--- config.mk ---
export PLATFORM = sky130hd
export DESIGN_NAME = opt2ws_gemm_ctrl
export DESIGN_NICKNAME = d
export VERILOG_FILES = /design/src/rtl/opt2ws_gemm_ctrl.sv
export SDC_FILE = /design/constraint.sdc
export NUM_CORES = 1
export LEC_CHECK = 0
export CAP_MARGIN = 20
export CORE_AREA = 5 5 238 240
export CTS_CLUSTER_SIZE = 16
export DETAILED_ROUTE_END_ITERATION = 6
export DIE_AREA = 0 0 243 245
export DONT_BUFFER_PORTS = 1
export GPL_TIMING_DRIVEN = 0
export SLEW_MARGIN = 20
export SYNTH_ARGS = -nofsm -noshare
export SYNTH_HDL_FRONTEND = slang
export SYNTH_SLANG_ARGS = --single-unit
--- constraint.sdc ---
create_clock -name clk -period 9.8 [get_ports clk]
set_clock_uncertainty 0.05 [all_clocks]
set_input_delay 0 -clock clk [delete_from_list [all_inputs] [get_ports clk]]
set_output_delay 0 -clock clk [all_outputs]
set_load 0.02 [all_outputs]
--- src/rtl/opt2ws_gemm_ctrl.sv ---
// Tile sequencer for the weight-stationary TPE array: weight-row preload, A-row streaming
// and regeneration of the skewed per-column result-valid strobes and row indices.
module opt2ws_gemm_ctrl #(
  parameter int N     = 16,
  parameter int K     = 16,
  parameter int M_MAX = 32,
  parameter int LAT   = 8,
  localparam int CM   = $clog2(M_MAX)
) (
  input  logic            clk,
  input  logic            rst,
  input  logic            start,
  input  logic            load_w,
  input  logic [CM:0]     m_rows,
  input  logic            abort,
  input  logic            w_valid,
  output logic            w_ready,
  input  logic [8*N-1:0]  w_data,
  input  logic            a_valid,
  output logic            a_ready,
  input  logic [8*K-1:0]  a_data,
  output logic            weight_wen,
  output logic [8*N-1:0]  weight_din,
  output logic [8*K-1:0]  operand_a,
  output logic            data_valid,
  output logic [N-1:0]    col_valid,
  output logic [CM*N-1:0] col_row,
  output logic            busy,
  output logic            done
);

  localparam int DL  = LAT + N - 1;
  localparam int MW  = CM + 1;
  localparam int WKW = $clog2(K + 1);
  localparam logic [MW-1:0] M_MAX_V = MW'(M_MAX);

  typedef enum logic [2:0] {
    S_IDLE,
    S_LOAD_W,
    S_STREAM_A,
    S_DRAIN,
    S_DONE
  } state_e;

  state_e           state_q, state_d;
  logic [MW-1:0]    m_rows_q, m_rows_d;
  logic [WKW-1:0]   wk_q, wk_d;
  logic [MW-1:0]    ar_q, ar_d;
  logic             w_ready_q, a_ready_q, busy_q, done_q;
  logic             weight_wen_q, data_valid_q;
  logic [8*N-1:0]   weight_din_q;
  logic [8*K-1:0]   operand_a_q;
  logic [DL-1:0]    pipe_q;
  logic [CM-1:0]    cnt_q [N];
  logic             w_hs, a_hs, clr_cols;

  // NOTE: every always_comb output gets a default first so no path can infer a latch.
  always_comb begin
    state_d  = state_q;
    m_rows_d = m_rows_q;
    wk_d     = wk_q;
    ar_d     = ar_q;
    w_hs     = w_valid & w_ready_q & (state_q == S_LOAD_W);
    a_hs     = a_valid & a_ready_q & (state_q == S_STREAM_A);
    clr_cols = 1'b0;

    unique case (state_q)
      S_IDLE: begin
        if (start) begin
          m_rows_d = (m_rows > M_MAX_V) ? M_MAX_V : m_rows;
          wk_d     = '0;
          ar_d     = '0;
          if (load_w)            state_d = S_LOAD_W;
          else if (m_rows == '0) state_d = S_DONE;
          else                   state_d = S_STREAM_A;
        end
      end
      S_LOAD_W: begin
        if (w_hs) begin
          wk_d = wk_q + WKW'(1);
          if (wk_q == WKW'(K - 1)) state_d = (m_rows_q == '0) ? S_DONE : S_STREAM_A;
        end
      end
      S_STREAM_A: begin
        if (a_hs) begin
          ar_d = ar_q + MW'(1);
          if (ar_d == m_rows_q) state_d = S_DRAIN;
        end
      end
      // Leave one cycle early so DONE coincides with the delay line becoming empty.
      S_DRAIN: begin
        if (!data_valid_q && (pipe_q[DL-2:0] == '0)) state_d = S_DONE;
      end
      S_DONE:  state_d = S_IDLE;
      default: state_d = S_IDLE;
    endcase

    if ((state_d == S_STREAM_A) && (state_q != S_STREAM_A)) begin
      ar_d     = '0;
      clr_cols = 1'b1;
    end

    if (abort) begin
      state_d  = S_IDLE;
      wk_d     = '0;
      ar_d     = '0;
      clr_cols = 1'b1;
      w_hs     = 1'b0;
      a_hs     = 1'b0;
    end
  end

  // NOTE: state registers use non-blocking assignments so every flop samples pre-edge values.
  always_ff @(posedge clk or posedge rst) begin
    if (rst) begin
      state_q      <= S_IDLE;
      m_rows_q     <= '0;
      wk_q         <= '0;
      ar_q         <= '0;
      w_ready_q    <= 1'b0;
      a_ready_q    <= 1'b0;
      busy_q       <= 1'b0;
      done_q       <= 1'b0;
      weight_wen_q <= 1'b0;
      weight_din_q <= '0;
      data_valid_q <= 1'b0;
      operand_a_q  <= '0;
      pipe_q       <= '0;
    end else begin
      state_q      <= state_d;
      m_rows_q     <= m_rows_d;
      wk_q         <= wk_d;
      ar_q         <= ar_d;
      w_ready_q    <= (state_d == S_LOAD_W);
      a_ready_q    <= (state_d == S_STREAM_A) && (ar_d < m_rows_d);
      busy_q       <= (state_d != S_IDLE);
      done_q       <= (state_d == S_DONE);
      weight_wen_q <= w_hs;
      weight_din_q <= w_hs ? w_data : '0;
      data_valid_q <= a_hs;
      operand_a_q  <= a_hs ? a_data : '0;
      pipe_q       <= abort ? '0 : {pipe_q[DL-2:0], data_valid_q};
    end
  end

  // NOTE: the per-column row counters are a small flop array, so they are reset like any other state.
  always_ff @(posedge clk or posedge rst) begin
    if (rst) begin
      for (int i = 0; i < N; i++) cnt_q[i] <= '0;
    end else begin
      for (int i = 0; i < N; i++) begin
        if (clr_cols) begin
          cnt_q[i] <= '0;
        end else if (pipe_q[LAT-1+i]) begin
          cnt_q[i] <= ({1'b0, cnt_q[i]} == (m_rows_q - MW'(1))) ? '0 : cnt_q[i] + CM'(1);
        end
      end
    end
  end

  for (genvar i = 0; i < N; i++) begin : g_row
    assign col_row[i*CM +: CM] = cnt_q[i];
  end

  assign col_valid  = pipe_q[DL-1:LAT-1];
  assign w_ready    = w_ready_q;
  assign a_ready    = a_ready_q;
  assign busy       = busy_q;
  assign done       = done_q;
  assign weight_wen = weight_wen_q;
  assign weight_din = weight_din_q;
  assign data_valid = data_valid_q;
  assign operand_a  = operand_a_q;

endmodule

### After elaboration in Yosys (flattened, before gate mapping)

Cells that the tools add are included.

| cells by class | value |
|---|---|
| add/subtract/negate cells | 19 |
| $lt $le $gt $ge | 2 |
| equal/unequal tests | 28 |
| muxes and demuxes | 78 |
| bitwise operators | 4 |
| reductions and logical operators | 27 |

Operators with widths:

| operator | count |
|---|---|
| $mux 128 | 2 |
| $mux 5 | 51 |
| $eq 5x6->1 | 16 |
| $add 5x1->5 const B | 17 |
| $mux 6 | 7 |
| $reduce_bool 2->1 | 16 |
| $mux 3 | 10 |
| $mux 23 | 1 |
| $logic_not 22->1 | 1 |
| $eq 3x2->1 const B | 4 |
| $logic_not 6->1 | 2 |
| $pmux 3 s4 | 1 |
| $pmux 6 s2 | 1 |
| $pmux 5 s2 | 1 |
| $add 6x1->6 const B | 1 |
| $eq 3x1->1 const B | 2 |
| $eq 6x6->1 | 1 |
| $gt 6x6->1 const B | 1 |
| $lt 6x6->1 | 1 |
| $ne 3x2->1 const B | 2 |
| $reduce_bool 3->1 | 2 |
| $sub 6x1->6 const B | 1 |
| $eq 5x4->1 const B | 1 |
| $and 1x1->1 | 4 |
| other kinds (7) | 12 |

| word-level totals | value |
|---|---|
| register bits after elaboration | 385 |
| input bits | 269 |
| output and inout bits | 358 |
| logic and storage cells | 187 |

### Depth between registers and ports, before layout

| logic depth | value |
|---|---|
| word-level depth | 11 |
| mapped depth | 16 |
| mapped depth without buffers | 13 |

### Worst setup path after synthesis

Ideal clock, no wire load.

| path | value |
|---|---|
| path type | register to register |
| start point | register m_rows_q[0] |
| end point | register a_ready_q (netlist: a_ready) |
| arrival | 2.862 ns |
| required time | 9.682 ns |
| path slack | 6.820 ns |
| stages on the path, launching flop included | 17 |
| path buffers | 5 |
| period minus slack after synthesis | 2.980 ns |
| cell sequence | dfrtp_1 -> buf_4 -> inv_1 -> ha_1 -> buf_4 -> a311oi_2 -> or3_1 -> buf_4 -> buf_6 -> buf_6 -> a21oi_2 -> ha_1 -> a21oi_1 -> nor2b_1 -> o21ai_0 -> and4_1 -> and4b_1 |

| on the way | value |
|---|---|
| longest elaborated chain between the ends | 11 |
| elaborated cells between the ends (all ways) | 18 |
| classes of those cells | order compare: 1; eq/ne: 3; mux: 11; reduce/logical: 3 |

RTL lines:

| item | line | RTL |
|---|---|---|
| start: declaration | 46 | `logic [MW-1:0] m_rows_q, m_rows_d;` |
| start signal: assignment | 131 | `m_rows_q <= m_rows_d;` |
| $logic_not 6->1 | 81 | `if (wk_q == WKW'(K - 1)) state_d = (m_rows_q == '0) ? S_DONE : S_STREAM_A;` |
| $mux 3 (2 in a row) | 81 |  |
| $mux 3 | 79 | `if (w_hs) begin` |
| $pmux 3 s4 (*) | 67 | `unique case (state_q)` |
| $eq 3x2->1 (*) | 98 | `if ((state_d == S_STREAM_A) && (state_q != S_STREAM_A)) begin` |
| $logic_and 1x1->1 (*) | 98 |  |
| $mux 6 (*) | 98 |  |
| $mux 6 (*) | 103 | `if (abort) begin` |
| named net ar_d[3] | 48 | `logic [MW-1:0] ar_q, ar_d;` |
| $lt 6x6->1 (*) | 135 | `a_ready_q <= (state_d == S_STREAM_A) && (ar_d < m_rows_d);` |
| $logic_and 1x1->1 (*) | 135 |  |
| end signal: assignment | 135 |  |
| end: declaration | 49 | `logic w_ready_q, a_ready_q, busy_q, done_q;` |

Mark *: on every way through the listed nets, which the timed path passes. The rest lies on a longest branch.
A chain may end at the register's enable or synchronous reset.

### Final worst setup path

Same ends and word-level chain as after synthesis.

==> flow_metrics.env <==
export IMPL_status="completed"
export IMPL_crit_arrival_ps=3940
export IMPL_rsz0062_at_grt="no"
export IMPL_grt_overflow=0
export IMPL_min_period_over_period_pct=35.7
export IMPL_grt_max_degree=40
export IMPL_core_area_um2=54400
export IMPL_worstReg2RegStart="m_rows_q[0]$_DFF_PP0_"
export IMPL_h_tree_depth=2
export IMPL_clock_path_buffers=3
export IMPL_post_route_min_period_ps=3500
export IMPL_post_drt_wl_per_cell_um=25.4
export IMPL_cap_violations=0
export IMPL_placement_io_buffers=0
export IMPL_crit_chain="buf_4 -> inv_1 -> ha_1 -> buf_4 -> a311oi_2 -> or3_1 -> buf_4 -> buf_6 -> buf_6 -> a21oi_2 -> ha_1 -> a21oi_1 -> nor2b_1 -> o21ai_0 -> and4_1 -> and4b_1"
export IMPL_hold_class="input pin to register"
export IMPL_ant_nets=0
export IMPL_fillers=4972
export IMPL_seqCellArea_um2=9630
export IMPL_cp_end_kind="register"
export IMPL_ys_warn_count=0
export IMPL_die_h_um=245
export IMPL_die_x_um=243
export IMPL_path_depth=16
export IMPL_rr_worst_depth=16
export IMPL_grtUsageMet1_pct=24.6
export IMPL_clk_insertion_delay_late_ps=550
export IMPL_rows=86
export IMPL_synth_edff_count=0
export IMPL_synth_most_common_cell="dfrtp_1"
export IMPL_regToRegSetupSlack_ps=6300
export IMPL_io_pins=627
export IMPL_cts_made_buffers=44
export IMPL_dieArea_um2=59500
export IMPL_synth_seq_cells=385
export IMPL_worst_path_max_delay_cell="dfrtp_1"
export IMPL_fin_nets=2107
export IMPL_routabilityCongestion=0.902
export IMPL_path_class="register to register"
export IMPL_max_slew_margin_rel_pct=35.1
export IMPL_avgViaCountPerCell=4.96
export IMPL_critical_path_required_ps=10240
export IMPL_synthesis_area_um2=16900
export IMPL_grt_pass1_vias=13300
export IMPL_syn_nets=1755
export IMPL_clock_fmax_ghz=0.286
export IMPL_synth_distinct_cells=56
export IMPL_antenna_found_initial=20
export IMPL_cts_tree="built"
export IMPL_drive_above_1_share_pct=9.73
export IMPL_yosysTopAreaCell="dfrtp_1"
export IMPL_first_pass_iters=5
export IMPL_hpwl_mm=48.8
export IMPL_crit_path_start_kind="register"
export IMPL_multi_input_area_um2=6750
export IMPL_worst_slew_pin_slew_ps=971
export IMPL_cp_max_fo=10
export IMPL_postCtsHoldBufs=294
export IMPL_track_usage_pct=21.0
export IMPL_routed_wl_mm=65.0
export IMPL_grt_pass1_wl_mm=93.4
export IMPL_vias=12700
export IMPL_ys_top_cells_by_area="dfrtp_1 (57%), and2_1 (9.9%), nand2b_1 (3.7%), xnor2_1 (2.8%), xor3_1 (2.2%)"
export IMPL_yosysSeqAreaShare_pct=56.9
export IMPL_leakagePower_nw=10.3
export IMPL_top_usage_layer="met2"
export IMPL_syn_inst=1461
export IMPL_setup_viol=0
export IMPL_areaGrowthSynthToFinish_pct=33.5
export IMPL_synth_ff_type="dfrtp_1"
export IMPL_slew_violations=0
export IMPL_cp_buffers_inverters=6
export IMPL_drt_initial_drc_count=745
export IMPL_placedInstanceArea_um2=18100
export IMPL_met3_usage_pct=6.90
export IMPL_avgSynthCellArea_um2=11.6
export IMPL_synth_commonest_cells="dfrtp_1 (385), and2_1 (267), nand2b_1 (101), nor2b_1 (58), o21ai_0 (56)"
export IMPL_use_met2_pct=36.0
export IMPL_hold_viol=0
export IMPL_drc=0
export IMPL_power_density_nw_per_um2=173
export IMPL_post_cts_repair_setup_buffers=0
export IMPL_cpMostUsedCell="buf_4"
export IMPL_start_util_pct=31.1
export IMPL_path_clk_slew_ps=60
export IMPL_min_to="weight_din[57]$_DFF_PP0_"
export IMPL_cts_resized=0
export IMPL_hp_start="w_data[57]"
export IMPL_cts_sinks=385
export IMPL_crit_family="buffers and inverters"
export IMPL_fin_setup_tns_ps=0
export IMPL_root_buffer="clkbuf_16"
export IMPL_slowest_delay_ps=420
export IMPL_finalCoreUtilization_pct=41.6
export IMPL_hold_path_depth=2
export IMPL_synth_top_area_share_pct=56.9
export IMPL_vdd_drop_max_v=0.000120
export IMPL_fin_area_um2=22600
export IMPL_async_flop_share_pct=100
export IMPL_timing_rr_end="a_ready$_DFF_PP0_"
area by class of cell:
class / count / area share, %
tap: 704 / 3.89
sequential: 385 / 42.6
multi-input combinational: 973 / 29.8
antenna: 9 / 0.0996
clock buffer: 63 / 5.72
buffer: 91 / 2.27
timing repair buffer: 306 / 14.1
inverter: 12 / 0.216
clock inverter: 19 / 1.29
power by group:
| part | total [mW] | internal [mW] | switching (mW) |
|---|---|---|---|
| Sequential | 1.63 | 1.60 | 0.0307 |
| Combinational | 0.502 | 0.236 | 0.267 |
| Clock | 1.78 | 1.11 | 0.676 |
metal layers:
| layer | share of wire, % | wire, um | up-vias |
|---|---|---|---|
| met4 | 4.4 | 2840 | 10 |
| met2 | 50 | 32600 | 540 |
| met1 | 37 | 24100 | 6409 |
| li1 | - | - | 5613 |
| met3 | 8.2 | 5320 | 134 |
| met5 | 0.088 | 57 | - |
placed cells by master, fill, tap and decap left out, drive strengths merged, types with 25 or more instances in the layout:
master	instances
clkbuf	111
dfrtp	385
buf	55
dlygate4sd3	294
nand2b	101
ha	25
nor2	41
nand2	45
nand3	38
o21ai	56
and2	267
a21oi	83
o211ai	34
nor2b	58
xnor2	56
worst max-delay path by stage:
stage                                      from                 endpoint  slack [ps]
final                     m_rows_q[0]$_DFF_PP0_        a_ready$_DFF_PP0_        6300
after global routing      m_rows_q[0]$_DFF_PP0_        a_ready$_DFF_PP0_        6090
after CTS                 m_rows_q[0]$_DFF_PP0_        a_ready$_DFF_PP0_        6280
after detailed placement  m_rows_q[0]$_DFF_PP0_        a_ready$_DFF_PP0_        6330
after global placement                      rst  col_row[15]$_DFFE_PP0P_        2640
after floorplan                             rst        a_ready$_DFF_PP0_        4570
registers in the layout (all words and copies together), names as in the netlist:
name,count
wk_q,5
pipe_q,23
ar_q,6
operand_a,128
busy,1
data_valid,1
w_ready,1
weight_din,128
weight_wen,1
col_row,80
a_ready,1
state_q,3
m_rows_q,6
done,1
through the flow:
stage                     std cells  hold slack, ps  setup WS, ps  power, mW
after global placement         2165            79.4          2640       2.05
after global routing           2556            25.3          6090       4.07
final                          2562            48.7          6300       3.92
after detailed placement       2177            -117          6330       2.07
after floorplan                1461            78.6          4570       1.95
after CTS                      2553            2.97          6280       3.96
cells by family (layout without fill, tap and decap cells):
group                      count (synthesis)  after routing  synth area share [%]
adders and majority gates                 25             25                  1.85
DFF                                      385            385                  56.9
buffers and inverters                    103            491                  3.29
muxes                                      2              2                 0.126
AOI/OAI and AO/OA                        223            223                  8.38
xor gates and xnor gates                  90             90                  7.42
other                                      0              9                     0
and+or+nand+nor                          633            633                  22.1
Note: power is estimated with default switching activity, not from simulation.
